<file path="src/rtl/ifu.sv">
// Instruction fetch unit: owns the PC, fetches one instruction at a time from
// instruction memory and hands it to the decoder, then waits for the commit.
module ifu #(
    parameter logic [31:0] RESET_PC = 32'h8000_0000
) (
    input  logic        clk,
    input  logic        rst,

    output logic        imem_req_valid,
    input  logic        imem_req_ready,
    output logic [31:0] imem_addr,
    input  logic        imem_rsp_valid,
    input  logic [31:0] imem_rsp_data,
    input  logic        imem_rsp_err,

    output logic        ifu_valid,
    input  logic        idu_ready,
    output logic [31:0] real_ins,
    output logic [31:0] pc,
    output logic        fetch_err,

    input  logic        commit_valid,
    input  logic        commit_redirect,
    input  logic [31:0] commit_target,

    output logic [31:0] fetch_cnt
);

    localparam int unsigned XLEN = 32;

    localparam logic [1:0] S_REQ   = 2'd0;
    localparam logic [1:0] S_WAIT  = 2'd1;
    localparam logic [1:0] S_VALID = 2'd2;
    localparam logic [1:0] S_EXEC  = 2'd3;

    logic [1:0]      state_q, state_d;
    logic [XLEN-1:0] pc_q, pc_d;
    logic [XLEN-1:0] ins_q, ins_d;
    logic [XLEN-1:0] cnt_q, cnt_d;
    logic            err_q, err_d;

    // State register
    always_ff @(posedge clk or posedge rst) begin
        if (rst) begin
            state_q <= S_REQ;
            pc_q    <= RESET_PC;
            ins_q   <= '0;
            cnt_q   <= '0;
            err_q   <= 1'b0;
        end else begin
            state_q <= state_d;
            pc_q    <= pc_d;
            ins_q   <= ins_d;
            cnt_q   <= cnt_d;
            err_q   <= err_d;
        end
    end

    // Next-state logic; events that arrive in the wrong state fall through to the hold defaults
    always_comb begin
        state_d = state_q;
        pc_d    = pc_q;
        ins_d   = ins_q;
        cnt_d   = cnt_q;
        err_d   = err_q;
        case (state_q)
            S_REQ: begin
                if (imem_req_ready) begin
                    state_d = S_WAIT;
                end
            end
            S_WAIT: begin
                if (imem_rsp_valid) begin
                    ins_d   = imem_rsp_err ? '0 : imem_rsp_data;
                    err_d   = imem_rsp_err;
                    state_d = S_VALID;
                end
            end
            S_VALID: begin
                if (idu_ready) begin
                    cnt_d   = cnt_q + XLEN'(1);
                    state_d = S_EXEC;
                end
            end
            S_EXEC: begin
                if (commit_valid) begin
                    pc_d    = commit_redirect ? {commit_target[XLEN-1:2], 2'b00}
                                              : pc_q + XLEN'(4);
                    err_d   = 1'b0;
                    state_d = S_REQ;
                end
            end
            default: begin
                state_d = S_REQ;
            end
        endcase
    end

    // Handshake outputs decode registered state only
    assign imem_req_valid = (state_q == S_REQ);
    assign ifu_valid      = (state_q == S_VALID);
    assign imem_addr      = pc_q;
    assign pc             = pc_q;
    assign real_ins       = ins_q;
    assign fetch_err      = err_q;
    assign fetch_cnt      = cnt_q;

endmodule

</file>
<file path="config.mk">
export PLATFORM = sky130hd
export DESIGN_NAME = ifu
export DESIGN_NICKNAME = d
export VERILOG_FILES = /design/src/rtl/ifu.sv
export SDC_FILE = /design/constraint.sdc
export NUM_CORES = 1
export LEC_CHECK = 0
export ABC_AREA = 1
export BUFFER_PORTS_ARGS = -buffer_cell sky130_fd_sc_hd__clkbuf_2
export CAP_MARGIN = 20
export CORE_MARGIN = 2
export CORE_UTILIZATION = 46
export CTS_CLUSTER_SIZE = 30
export DETAILED_ROUTE_END_ITERATION = 10
export PLACE_DENSITY = 0.83
export SETUP_SLACK_MARGIN = 0.1
export SYNTH_ARGS = -nofsm -noshare
export SYNTH_HDL_FRONTEND = slang
export SYNTH_SLANG_ARGS = --single-unit
</file>
<file path="constraint.sdc">
create_clock -name clk -period 2.9 [get_ports clk]
set_clock_uncertainty 0.15 [all_clocks]
set_input_delay 0.145 -clock clk [delete_from_list [all_inputs] [get_ports clk]]
set_output_delay 0.145 -clock clk [all_outputs]
set_load 0.03 [all_outputs]
</file>
After elaboration in Yosys (flattened, before gate mapping). Cells that the tools add are included.

Word-level logic and storage cells: 31. Register bits after elaboration: 99. Output and inout bits: 131.

Reductions and logical operators: 7. Equality and inequality tests: 7. Multiplexer cells: 10. Add/subtract/negate cells: 2.

Operators by type and width (number): $mux 32 (2); $add 32x1->32 const B (1); $add 32x3->32 const B (1); $mux 2 (4); $pmux 2 s4 (1); $reduce_and 2->1 (3); $eq 2x2->1 const B (2); $ne 2x1->1 const B (2); $ne 2x2->1 const B (2); $reduce_and 4->1 (1); $reduce_and 3->1 (1); $eq 2x1->1 const B (1); $logic_not 2->1 (1); $mux 1 (2); $pmux 1 s2 (1); $reduce_bool 2->1 (1).

Depth between registers and ports, before layout. Gate-level depths: netlist of the first run.

Depth after elaboration: 3. Depth in mapped cells: 11. Gate-level depth less buffers: 11.

Worst setup path after synthesis of the first run. No wires, ideal clock.

Path kind: flip-flop to flip-flop. Start point: register state_q[0]. End point: register cnt_q[31], in the netlist fetch_cnt[31]. Path slack: 0.931 ns. Path buffers: 0. Data arrival time: 1.701 ns. Library setup time: 0.118 ns. Stages on the path, launching flop included: 12. Data required time: 2.632 ns. Cells stage by stage: dfrtp_1 inv_1 ha_1 nand2_2 inv_2 nand2_4 nor2_4 nand2_2 nor2_4 nand2_1 nand2_1 nand2_1.

Longest elaborated chain between the ends: 2.

Ends and longest elaborated chain: from (decl) (RTL line 36) `logic [1:0] state_q, state_d;`; from (signal assigned) (RTL line 51) `state_q <= state_d;`; $eq 2x2->1; named net ifu_valid (RTL line 16) `output logic ifu_valid,`; $reduce_and 2->1 (no source line); to (signal assigned) (RTL line 54) `cnt_q <= cnt_d;`; to (decl) (RTL line 39) `logic [XLEN-1:0] cnt_q, cnt_d;`.

The timed path passes the listed nets, and every way through them passes these cells. A chain may end at the register's enable or synchronous reset.

Worst setup path after layout of the first run.
Start point: register state_q[1]. End point: register err_q, in the netlist fetch_err.

Longest elaborated chain between the ends: 3. Elaborated cells between the ends (all ways): 7.

Ends and longest elaborated chain: $eq 2x2->1 / $eq 2x1->1 (equally long branches) (RTL line 66) `case (state_q)`; $ne 2x2->1 (no source line) / $reduce_bool 2->1 (equally long branches); $reduce_and 3->1 (no source line); to (signal assigned) (RTL line 55) `err_q <= err_d;`; to (decl) (RTL line 40) `logic err_q, err_d;`.

Several ways; a longest one is shown, not always the timed one.

==> results.sh, run 1 <==
export IMPL_grtUsageTotal_pct=24.3
export IMPL_p_int_mw=3.51
export IMPL_grt_ovfl_total=0
export IMPL_wl_per_cell_um=13.4
export IMPL_critPathCaptureType="flip-flop"
export IMPL_grt_max_degree=51
export IMPL_num_io_pins=203
export IMPL_cts_setup_buffers=0
export IMPL_dp_hpwl_mm=11.2
export IMPL_synthArstFlopShare_pct=100
export IMPL_worst_ep_arrival_time_ns=2.12
export IMPL_cts_max_level=3
export IMPL_setup_tns_ns=0
export IMPL_slew_violations=0
export IMPL_clkTransAtPathRegs_ns=0.07
export IMPL_numCtsBuffers=9
export IMPL_syn_to_final_growth_pct=31.6
export IMPL_power_frac_comb_pct=49.2
export IMPL_synth_distinct_cells=34
export IMPL_cts_tree="done"
export IMPL_final_area_um2=7780
export IMPL_fin_cells=1222
export IMPL_io_buffers=196
export IMPL_grt_setup_unrepaired="false"
export IMPL_initial_utilization_pct=47.0
export IMPL_synth_edf_count=0
export IMPL_dieArea_um2=13800
export IMPL_rows=41
export IMPL_cts_max_path_buffers=2
export IMPL_finalHoldViolations=0
export IMPL_drt_iter0_drc=374
export IMPL_antenna_found_initial=0
export IMPL_cts_sinks=97
export IMPL_syn_inst=822
export IMPL_routed_via_density=4.96
export IMPL_synth_top_area_share_pct=40.6
export IMPL_syn_area_per_cell_um2=7.19
export IMPL_coreArea_um2=12600
export IMPL_pwr_share_clk_pct=17.4
export IMPL_finalCriticalPeriod_ns=1.98
export IMPL_final_common_cell="nand2_1"
export IMPL_start_kind="flip-flop"
export IMPL_synth_area_um2=5910
export IMPL_layout_common_cells="nand2_1, clkbuf_2, dfrtp_1"
export IMPL_dieWidth_um=117
export IMPL_drt_wl_total_mm=16.4
export IMPL_irDropWorstVdd_v=0.000680
export IMPL_max_freq_mhz=505
export IMPL_drc=0
export IMPL_clk_latency_ns=0.35
export IMPL_ant_nets=0
export IMPL_worst_pin_slew_ns=0.959
export IMPL_worstHoldPathType="in -> reg"
export IMPL_p_seq_share_pct=33.4
export IMPL_ys_seq_area_share_pct=41.1
export IMPL_synthFlopType="dfrtp_1"
export IMPL_fin_crit_sh_pct=68.3
export IMPL_grt_pass1_wl_mm=27.7
export IMPL_fin_nets=1123
export IMPL_p_per_area_nw_per_um2=929
export IMPL_placedCellCount=1143
export IMPL_worstPathRequired_ns=3.04
export IMPL_synth_seq_cells=97
export IMPL_drt_pass1_iter_count=7
export IMPL_status="finished clean"
export IMPL_n_antenna_cell=0
export IMPL_vias=6067
export IMPL_cts_root_buf="clkbuf_16"
export IMPL_synthTopCellsByArea="dfrtp_1, nand2_1, nor2_1"
export IMPL_switchingPower_mw=3.71
export IMPL_gp_congestion=0.921
export IMPL_yosysTopAreaCell="dfrtp_1"
export IMPL_ys_warn_count=0
export IMPL_path_class="reg -> reg"
export IMPL_placed_cell_area_um2=6840
export IMPL_leakage_nw=4.04
export IMPL_die_h_um=117
export IMPL_cp_max_fo=3
export IMPL_grt_pass1_vias=5832
export IMPL_hold_buffers=63
export IMPL_post_route_cells_drive_above_1_share_pct=25.4
export IMPL_maxCapViolCount=0
export IMPL_slew_limit_headroom_pct=36.0
export IMPL_switching_share_pct=51.4
export IMPL_setup_violations=0
export IMPL_cts_repair_resized=0
## sequential cells by signal (all words and copies together) (netlist names)
register / flops
fetch_cnt: 32
fetch_err: 1
imem_addr: 30
real_ins: 32
state_q: 2
## cell families after synthesis
kind of cell | count (synthesis) | synth area share (%)
buffers and inverters | 133 | 10.7
AOI/OAI and AO/OA | 88 | 7.62
DFF | 97 | 41.1
other | 1 | 0.0634
adders and majority gates | 6 | 1.27
and+or+nand+nor | 476 | 36.1
xor gates and xnor gates | 21 | 3.11
## routing by layer
| metal | share of wire (%) | wire length (um) | track usage (%) |
|---|---|---|---|
| met5 | 0 | 0 | 0 |
| met1 | 40 | 6620 | 30.0 |
| met4 | 2.2 | 363 | 9.71 |
| met3 | 5.4 | 881 | 3.21 |
| met2 | 52 | 8530 | 42.9 |
## final timing paths
| path | cells past startpoint | to | from | slack [ns] |
|---|---|---|---|---|
| max | 6 | fetch_err$_DFFE_PP0P_ | state_q[1]$_DFFE_PP0P_ | 0.92 |
| min | 3 | fetch_cnt[0]$_DFFE_PP0P_ | idu_ready | 0.01 |
| max reg2reg | 6 | fetch_err$_DFFE_PP0P_ | state_q[1]$_DFFE_PP0P_ | 0.92 |
| min reg2reg | 2 | real_ins[18]$_DFFE_PP0P_ | real_ins[18]$_DFFE_PP0P_ | 0.34 |
| max in group asynchronous | 4 | real_ins[8]$_DFFE_PP0P_ | rst | 1.62 |
| min in group asynchronous | 3 | imem_addr[27]$_DFFE_PP0P_ | rst | 0.28 |
## cell usage after synthesis, drive strengths merged (5+ instances only)
| master | number |
|---|---|
| ha | 6 |
| nand3 | 48 |
| dfrtp | 96 |
| o21ai | 61 |
| a21oi | 23 |
| nand2 | 295 |
| clkbuf | 17 |
| buf | 39 |
| nand4 | 14 |
| nor3 | 5 |
| inv | 77 |
| nor2 | 104 |
| xnor2 | 10 |
| xor2 | 11 |
## critical path: stages, from the launching register on
cell and delay, ns:
dfrtp_1 0.40, inv_1 0.10, ha_1 0.20, inv_1 0.06, or2_2 0.28, a31oi_1 0.17
dlygate4sd3_1 0.56
## through the flow
step	hold WS [ns]	total power [mW]	worst slack [ns]	util (%)
after floorplan	0.134	5.06	0.931	-
after global placement	0.0863	5.79	1.01	54.4
after detailed placement	0.102	5.87	0.957	54.4
after CTS	0.0166	7.22	0.907	61.9
after global routing	0.0309	7.66	0.840	61.9
final	0.0115	7.23	0.918	61.9
## layout make-up
| class | count | area, um2 |
|---|---|---|
| fillers | 1083 | 4790 |
| multi-input cells | 595 | 2860 |
| flip-flops and latches | 97 | 2430 |
| repair buffers | 265 | 1670 |
| inverters | 77 | 293 |
| clock buffers | 9 | 225 |
| well taps | 172 | 215 |
| clock inverters | 7 | 88.8 |
## power by group through the flow
stage,registers (mW),clock network [mW],logic (mW)
after floorplan,3.20,0,1.86
after global placement,2.40,0,3.39
after detailed placement,2.41,0,3.45
after CTS,2.40,1.28,3.54
after global routing,2.48,1.34,3.84
final,2.42,1.26,3.55
Power figures use the tool's default switching activity.
==> inputs of run 2 (changes only) <==
--- a/config.mk
+++ b/config.mk
@@ -9,10 +9,10 @@
 export BUFFER_PORTS_ARGS = -buffer_cell sky130_fd_sc_hd__clkbuf_2
 export CAP_MARGIN = 20
 export CORE_MARGIN = 2
-export CORE_UTILIZATION = 46
+export CORE_UTILIZATION = 51
 export CTS_CLUSTER_SIZE = 30
 export DETAILED_ROUTE_END_ITERATION = 10
-export PLACE_DENSITY = 0.83
+export PLACE_DENSITY = 0.87
 export SETUP_SLACK_MARGIN = 0.1
 export SYNTH_ARGS = -nofsm -noshare
 export SYNTH_HDL_FRONTEND = slang
==> constraint.sdc (replaced) <==
create_clock -name clk -period 2 [get_ports clk]
set_clock_uncertainty 0.15 [all_clocks]
set_input_delay 0.1 -clock clk [delete_from_list [all_inputs] [get_ports clk]]
set_output_delay 0.1 -clock clk [all_outputs]
set_load 0.03 [all_outputs]
==> run 2 against run 1 <==
Hold slack better by 0.046 ns. Sequential power up 45%. Non-clock buffer count increased by 11. Total power up 49%. Clock power grew 46%. Cell area grew 1.4%. Sequential cell count did not move. Die area is 9.5% lower. Highest routed layer unchanged. Count of clock-buffer cells in the layout unchanged.
==> results.sh, run 2 (synthesis results as in run 1) <==
export IMPL_status="finished clean"
export IMPL_slew_violations=0
export IMPL_cp_max_fo=4
export IMPL_routed_via_density=5.18
export IMPL_grtUsageTotal_pct=29.9
export IMPL_max_freq_mhz=533
export IMPL_coreArea_um2=11400
export IMPL_fin_nets=1134
export IMPL_hold_start="commit_redirect"
export IMPL_num_io_pins=203
export IMPL_grt_setup_unrepaired="true"
export IMPL_dieArea_um2=12500
export IMPL_cts_tree="done"
export IMPL_cts_sinks=97
export IMPL_pre_cts_ws_ns=0.0859
export IMPL_worst_pin_slew_ns=0.548
export IMPL_cts_max_level=3
export IMPL_worstHoldPathType="in -> reg"
export IMPL_busiest_layer="met2"
export IMPL_numCtsBuffers=9
export IMPL_critPathCaptureType="flip-flop"
export IMPL_vias=6240
export IMPL_clkTransAtPathRegs_ns=0.07
export IMPL_drt_iter0_drc=557
export IMPL_maxCapViolCount=0
export IMPL_post_route_cells_drive_above_1_share_pct=26.3
export IMPL_multiInputGateArea_um2=2880
export IMPL_setup_tns_ns=0
export IMPL_n_fill_cell=860
export IMPL_seq_area_um2=2430
export IMPL_grt_max_degree=98
export IMPL_gp_congestion=0.963
export IMPL_grt_ovfl_total=0
export IMPL_ant_nets=0
export IMPL_finalPower_mw=10.8
export IMPL_finalCriticalPeriod_ns=1.88
export IMPL_met3_usage_pct=4.79
export IMPL_cts_root_buf="clkbuf_16"
export IMPL_n_antenna_cell=0
export IMPL_die_h_um=112
export IMPL_reg2reg_slack_ns=0.12
export IMPL_clk_latency_ns=0.36
export IMPL_use_met2_pct=53.1
export IMPL_grt_util_met1_pct=34.6
export IMPL_wl_per_cell_um=15.1
export IMPL_drc=0
export IMPL_fin_crit_sh_pct=93.8
export IMPL_dp_hpwl_mm=11.4
export IMPL_whs_ns=0.0576
export IMPL_min_to="imem_addr[16]$_DFFE_PP0P_"
export IMPL_worst_ep_arrival_time_ns=1.96
export IMPL_irDropWorstVdd_v=0.00123
export IMPL_path_class="reg -> reg"
export IMPL_leakage_nw=4.12
export IMPL_fin_ws_ns=0.123
export IMPL_reg2regPathDepth=8
export IMPL_worstPathRequired_ns=2.08
export IMPL_layout_common_cells="nand2_1, clkbuf_2, dfrtp_1"
export IMPL_syn_to_final_growth_pct=33.4
export IMPL_drt_pass1_iter_count=5
export IMPL_antenna_found_initial=0
export IMPL_hold_depth=5
export IMPL_grt_pass1_wl_mm=30.2
export IMPL_drt_wl_total_mm=18.2
export IMPL_p_per_area_nw_per_um2=1360
export IMPL_rows=39
export IMPL_initial_utilization_pct=52.0
export IMPL_final_common_cell="nand2_1"
export IMPL_io_buffers=196
export IMPL_grt_pass1_vias=6304
export IMPL_cts_max_path_buffers=2
export IMPL_setup_violations=0
export IMPL_slew_limit_headroom_pct=63.5
export IMPL_start_kind="flip-flop"
export IMPL_finalHoldViolations=0
export IMPL_dieWidth_um=112
export IMPL_r2r_start="state_q[1]$_DFFE_PP0P_"
export IMPL_crit_reg2reg_capture="state_q[0]$_DFFE_PP0P_"
[run 2: changes by cell type in the layout (fill, tap and decap cells not counted), sizes merged]
cell	delta
clkinv	+3
buf	+7
dlygate4sd3	+4
clkinvlp	-3
[run 2: report_power, final]
group          total, mW  switching [mW]  internal, mW
clock               1.84           0.846         0.995
combinational       5.40            3.88          1.52
sequential          3.51           0.852          2.66
[run 2: worst max path at each step]
stage | startpoint | endpoint | slack [ns] | cells after the start
finish | state_q[1]$_DFFE_PP0P_ | state_q[0]$_DFFE_PP0P_ | 0.12 | 8
CTS | imem_addr[3]$_DFFE_PP0P_ | imem_addr[24]$_DFFE_PP0P_ | 0.11 | 10
detailed placement | state_q[0]$_DFFE_PP0P_ | fetch_cnt[31]$_DFFE_PP0P_ | 0.09 | 11
global placement | state_q[0]$_DFFE_PP0P_ | fetch_cnt[21]$_DFFE_PP0P_ | 0.21 | 8
floorplan | state_q[0]$_DFFE_PP0P_ | fetch_cnt[31]$_DFFE_PP0P_ | 0.15 | 11
global route | state_q[1]$_DFFE_PP0P_ | state_q[0]$_DFFE_PP0P_ | 0.01 | 8
[run 2: critical path, cell delays in order (launching register included)]
cell and delay (ns):
dfrtp_1 0.44, inv_1 0.15, ha_1 0.22, inv_1 0.06
or2_2 0.28, o21ai_0 0.09, nor2_1 0.12, o21ai_0 0.12
o21ai_0 0.13
[run 2: area by class of cell]
cell class	instances	area share (%)
multi-input combinational	595	36.5
inverter	77	3.78
tap	143	2.27
timing repair buffer	276	22.7
clock buffer	9	2.86
clock inverter	7	1.09
sequential	97	30.8
[run 2: per-stage QoR]
stage	area, um2	util (%)	instances
3_3_place_gp	6860	60.3	1118
2_1_floorplan	5930	-	825
3_5_place_dp	6860	60.3	1118
6_report	7890	69.4	1204
5_1_grt	7890	69.4	1204
4_1_cts	7840	69.0	1201
[run 2: metal layers]
| layer | share of wire (%) | wire (um) | up-vias |
|---|---|---|---|
| met5 | 0 | 0 | - |
| met2 | 52 | 9480 | 293 |
| met1 | 38 | 6860 | 2870 |
| met4 | 4.3 | 782 | 0 |
| li1 | - | - | 3011 |
| met3 | 5.9 | 1080 | 66 |
[run 2: repair_timing]
action | in CTS | in global routing
hold buffers | 67 | 0
gates resized for setup | 2 | 6
endpoints found under the hold margin | 161 | 0
setup buffers | 0 | 3
endpoints found under the setup margin | 3 | 21
pin swaps | 0 | 3
==> inputs of run 3 (changes only) <==
--- a/config.mk
+++ b/config.mk
@@ -9,10 +9,10 @@
 export BUFFER_PORTS_ARGS = -buffer_cell sky130_fd_sc_hd__clkbuf_2
 export CAP_MARGIN = 20
 export CORE_MARGIN = 2
-export CORE_UTILIZATION = 51
+export CORE_UTILIZATION = 55
 export CTS_CLUSTER_SIZE = 30
 export DETAILED_ROUTE_END_ITERATION = 10
-export PLACE_DENSITY = 0.87
+export PLACE_DENSITY = 0.93
 export SETUP_SLACK_MARGIN = 0.1
 export SYNTH_ARGS = -nofsm -noshare
 export SYNTH_HDL_FRONTEND = slang
==> constraint.sdc (replaced) <==
create_clock -name clk -period 2.45 [get_ports clk]
set_clock_uncertainty 0.15 [all_clocks]
set_input_delay 0.1225 -clock clk [delete_from_list [all_inputs] [get_ports clk]]
set_output_delay 0.1225 -clock clk [all_outputs]
set_load 0.03 [all_outputs]
==> run 3 against run 2 <==
Maximum frequency shrank 6.6%. Worst setup slack gained 0.32 ns. Global-route usage grew 1.9 points. Cell area shrank 2.9%. Register-to-register slack gained 0.32 ns. Critical path type unchanged. Wire length shrank 0.46%.
==> results.sh, run 3 (synthesis results as in run 1) <==
export IMPL_dieArea_um2=11600
export IMPL_grt_pass1_vias=6122
export IMPL_coreArea_um2=10400
export IMPL_fin_crit_sh_pct=82.0
export IMPL_layout_common_cells="nand2_1, clkbuf_2, dfrtp_1"
export IMPL_post_route_cells_drive_above_1_share_pct=25.4
export IMPL_multiInputGateArea_um2=2860
export IMPL_worstHoldPathType="in -> reg"
export IMPL_dp_hpwl_mm=11.3
export IMPL_setup_worst_path_start="state_q[1]$_DFFE_PP0P_"
export IMPL_crit_reg2reg_capture="fetch_err$_DFFE_PP0P_"
export IMPL_p_per_area_nw_per_um2=1080
export IMPL_cts_sinks=97
export IMPL_reg2reg_slack_ns=0.44
export IMPL_status="finished clean"
export IMPL_grt_ovfl_total=0
export IMPL_slew_violations=0
export IMPL_seq_area_um2=2430
export IMPL_cts_repair_resized=0
export IMPL_syn_to_final_growth_pct=29.6
export IMPL_grt_max_degree=65
export IMPL_power_frac_comb_pct=51.9
export IMPL_cts_root_buf="clkbuf_8"
export IMPL_slowest_delay_ns=0.57
export IMPL_worst_pin_slew_ns=0.961
export IMPL_cts_max_level=3
export IMPL_r2r_start="state_q[1]$_DFFE_PP0P_"
export IMPL_cp_max_fo=3
export IMPL_worstPathCellList="inv_1 > ha_1 > inv_1 > or2_2 > a31oi_1 > dlygate4sd3_1"
export IMPL_maxCapViolCount=0
export IMPL_finalHoldViolations=0
export IMPL_fin_cells=1190
export IMPL_drt_wl_total_mm=18.1
export IMPL_slew_limit_headroom_pct=35.9
export IMPL_critPathCaptureType="flip-flop"
export IMPL_start_kind="flip-flop"
export IMPL_die_h_um=108
export IMPL_grt_setup_unrepaired="false"
export IMPL_num_io_pins=203
export IMPL_grt_pass1_wl_mm=28.9
export IMPL_n_fill_cell=784
export IMPL_pwr_share_clk_pct=13.3
export IMPL_irDropWorstVdd_v=0.000798
export IMPL_switching_share_pct=53.9
export IMPL_drt_iter0_drc=383
export IMPL_rows=37
export IMPL_worstPathRequired_ns=2.62
export IMPL_wl_per_cell_um=15.2
export IMPL_initial_utilization_pct=57.0
export IMPL_ant_nets=0
export IMPL_fin_nets=1127
export IMPL_cts_tree="done"
export IMPL_vias=6262
export IMPL_routed_via_density=5.26
export IMPL_p_int_mw=3.83
export IMPL_placedCellCount=1108
export IMPL_clk_latency_ns=0.38
export IMPL_reg2regPathDepth=6
export IMPL_drc=0
export IMPL_leakage_nw=4.02
export IMPL_cp_num_cells=6
export IMPL_crit_end="fetch_err$_DFFE_PP0P_"
export IMPL_path_class="reg -> reg"
export IMPL_finalCriticalPeriod_ns=2.01
export IMPL_setup_violations=0
export IMPL_setup_tns_ns=0
export IMPL_cts_max_path_buffers=2
export IMPL_crit_path_frequent_cell="inv_1"
export IMPL_crit_family="buffers and inverters"
export IMPL_worst_ep_arrival_time_ns=2.18
export IMPL_p_seq_share_pct=34.8
export IMPL_drt_pass1_iter_count=7
export IMPL_switchingPower_mw=4.48
export IMPL_slowest_stage="dlygate4sd3_1"
export IMPL_clkTransAtPathRegs_ns=0.10
export IMPL_cp_num_buf_inv=3
export IMPL_gp_congestion=0.895
export IMPL_numCtsBuffers=9
export IMPL_n_antenna_cell=0
export IMPL_io_buffers=196
export IMPL_antenna_found_initial=0
export IMPL_final_common_cell="nand2_1"
export IMPL_dieWidth_um=108
export IMPL_max_freq_mhz=498
export IMPL_grtUsageTotal_pct=31.8
-- run 3: cell types whose count changed in the layout (fill, tap and decap cells not counted), moves of 2 or more --
cell and change:
clkbuf_16 -9, clkbuf_8 +9, buf_4 -4, buf_12 -2
nor2_1 +2, nor2_2 -2
-- run 3: timing repair --
action                    4_1_cts  5_1_grt
buffers inserted                0        0
hold buffers                   66        0
hold endpoints to repair       91        0
-- run 3: worst min-delay path: stages --
cell,delay (ns)
clkbuf_2,0.07
o21ai_0,0.08
nor2_1,0.18
o21ai_0,0.10
-- run 3: per-stage QoR --
step | hold WS [ns] | utilization, % | power (mW) | setup WS, ns | area [um2]
final | 0.0631 | 73.9 | 8.31 | 0.441 | 7660
after global routing | 0.110 | 73.9 | 8.77 | 0.352 | 7660
after CTS | 0.0513 | 73.9 | 8.13 | 0.490 | 7660
after detailed placement | 0.0967 | 65.6 | 6.95 | 0.532 | 6800
after global placement | 0.0873 | 65.6 | 6.83 | 0.597 | 6800
after floorplan | 0.111 | - | 5.99 | 0.481 | 5930
-- run 3: worst min path at each step --
stage	cells after the start	end	start	slack [ns]
floorplan	2	imem_addr[2]$_DFFE_PP0P_	commit_target[2]	0.11
detailed placement	2	imem_addr[28]$_DFFE_PP0P_	rst	0.1
global route	4	imem_addr[3]$_DFFE_PP0P_	commit_redirect	0.11
CTS	4	state_q[1]$_DFFE_PP0P_	imem_req_ready	0.05
finish	4	state_q[1]$_DFFE_PP0P_	imem_req_ready	0.06
global placement	2	imem_addr[28]$_DFFE_PP0P_	rst	0.09
-- run 3: area by class of cell --
cell class / count / share of cell area [%]
multi-input cells: 595 / 37.3
flip-flops and latches: 97 / 31.7
repair buffers: 269 / 22.3
inverters: 77 / 3.82
well taps: 136 / 2.22
clock buffers: 9 / 1.62
clock inverters: 7 / 1.01
-- run 3: metal layers --
metal	up-vias	global-route usage, %	wire [um]
li1	2990	-	-
met1	2889	35.9	6720
met2	309	56.9	9220
met3	74	4.96	1280
met4	0	18.0	886
met5	-	0	0
-- run 3: power groups by stage --
stage / sequential (mW) / combinational [mW] / clock [mW]
4_1_cts: 2.83 / 4.20 / 1.10
2_1_floorplan: 3.79 / 2.20 / 0
6_report: 2.89 / 4.31 / 1.10
3_3_place_gp: 2.82 / 4.00 / 0
5_1_grt: 2.97 / 4.64 / 1.17
3_5_place_dp: 2.85 / 4.10 / 0
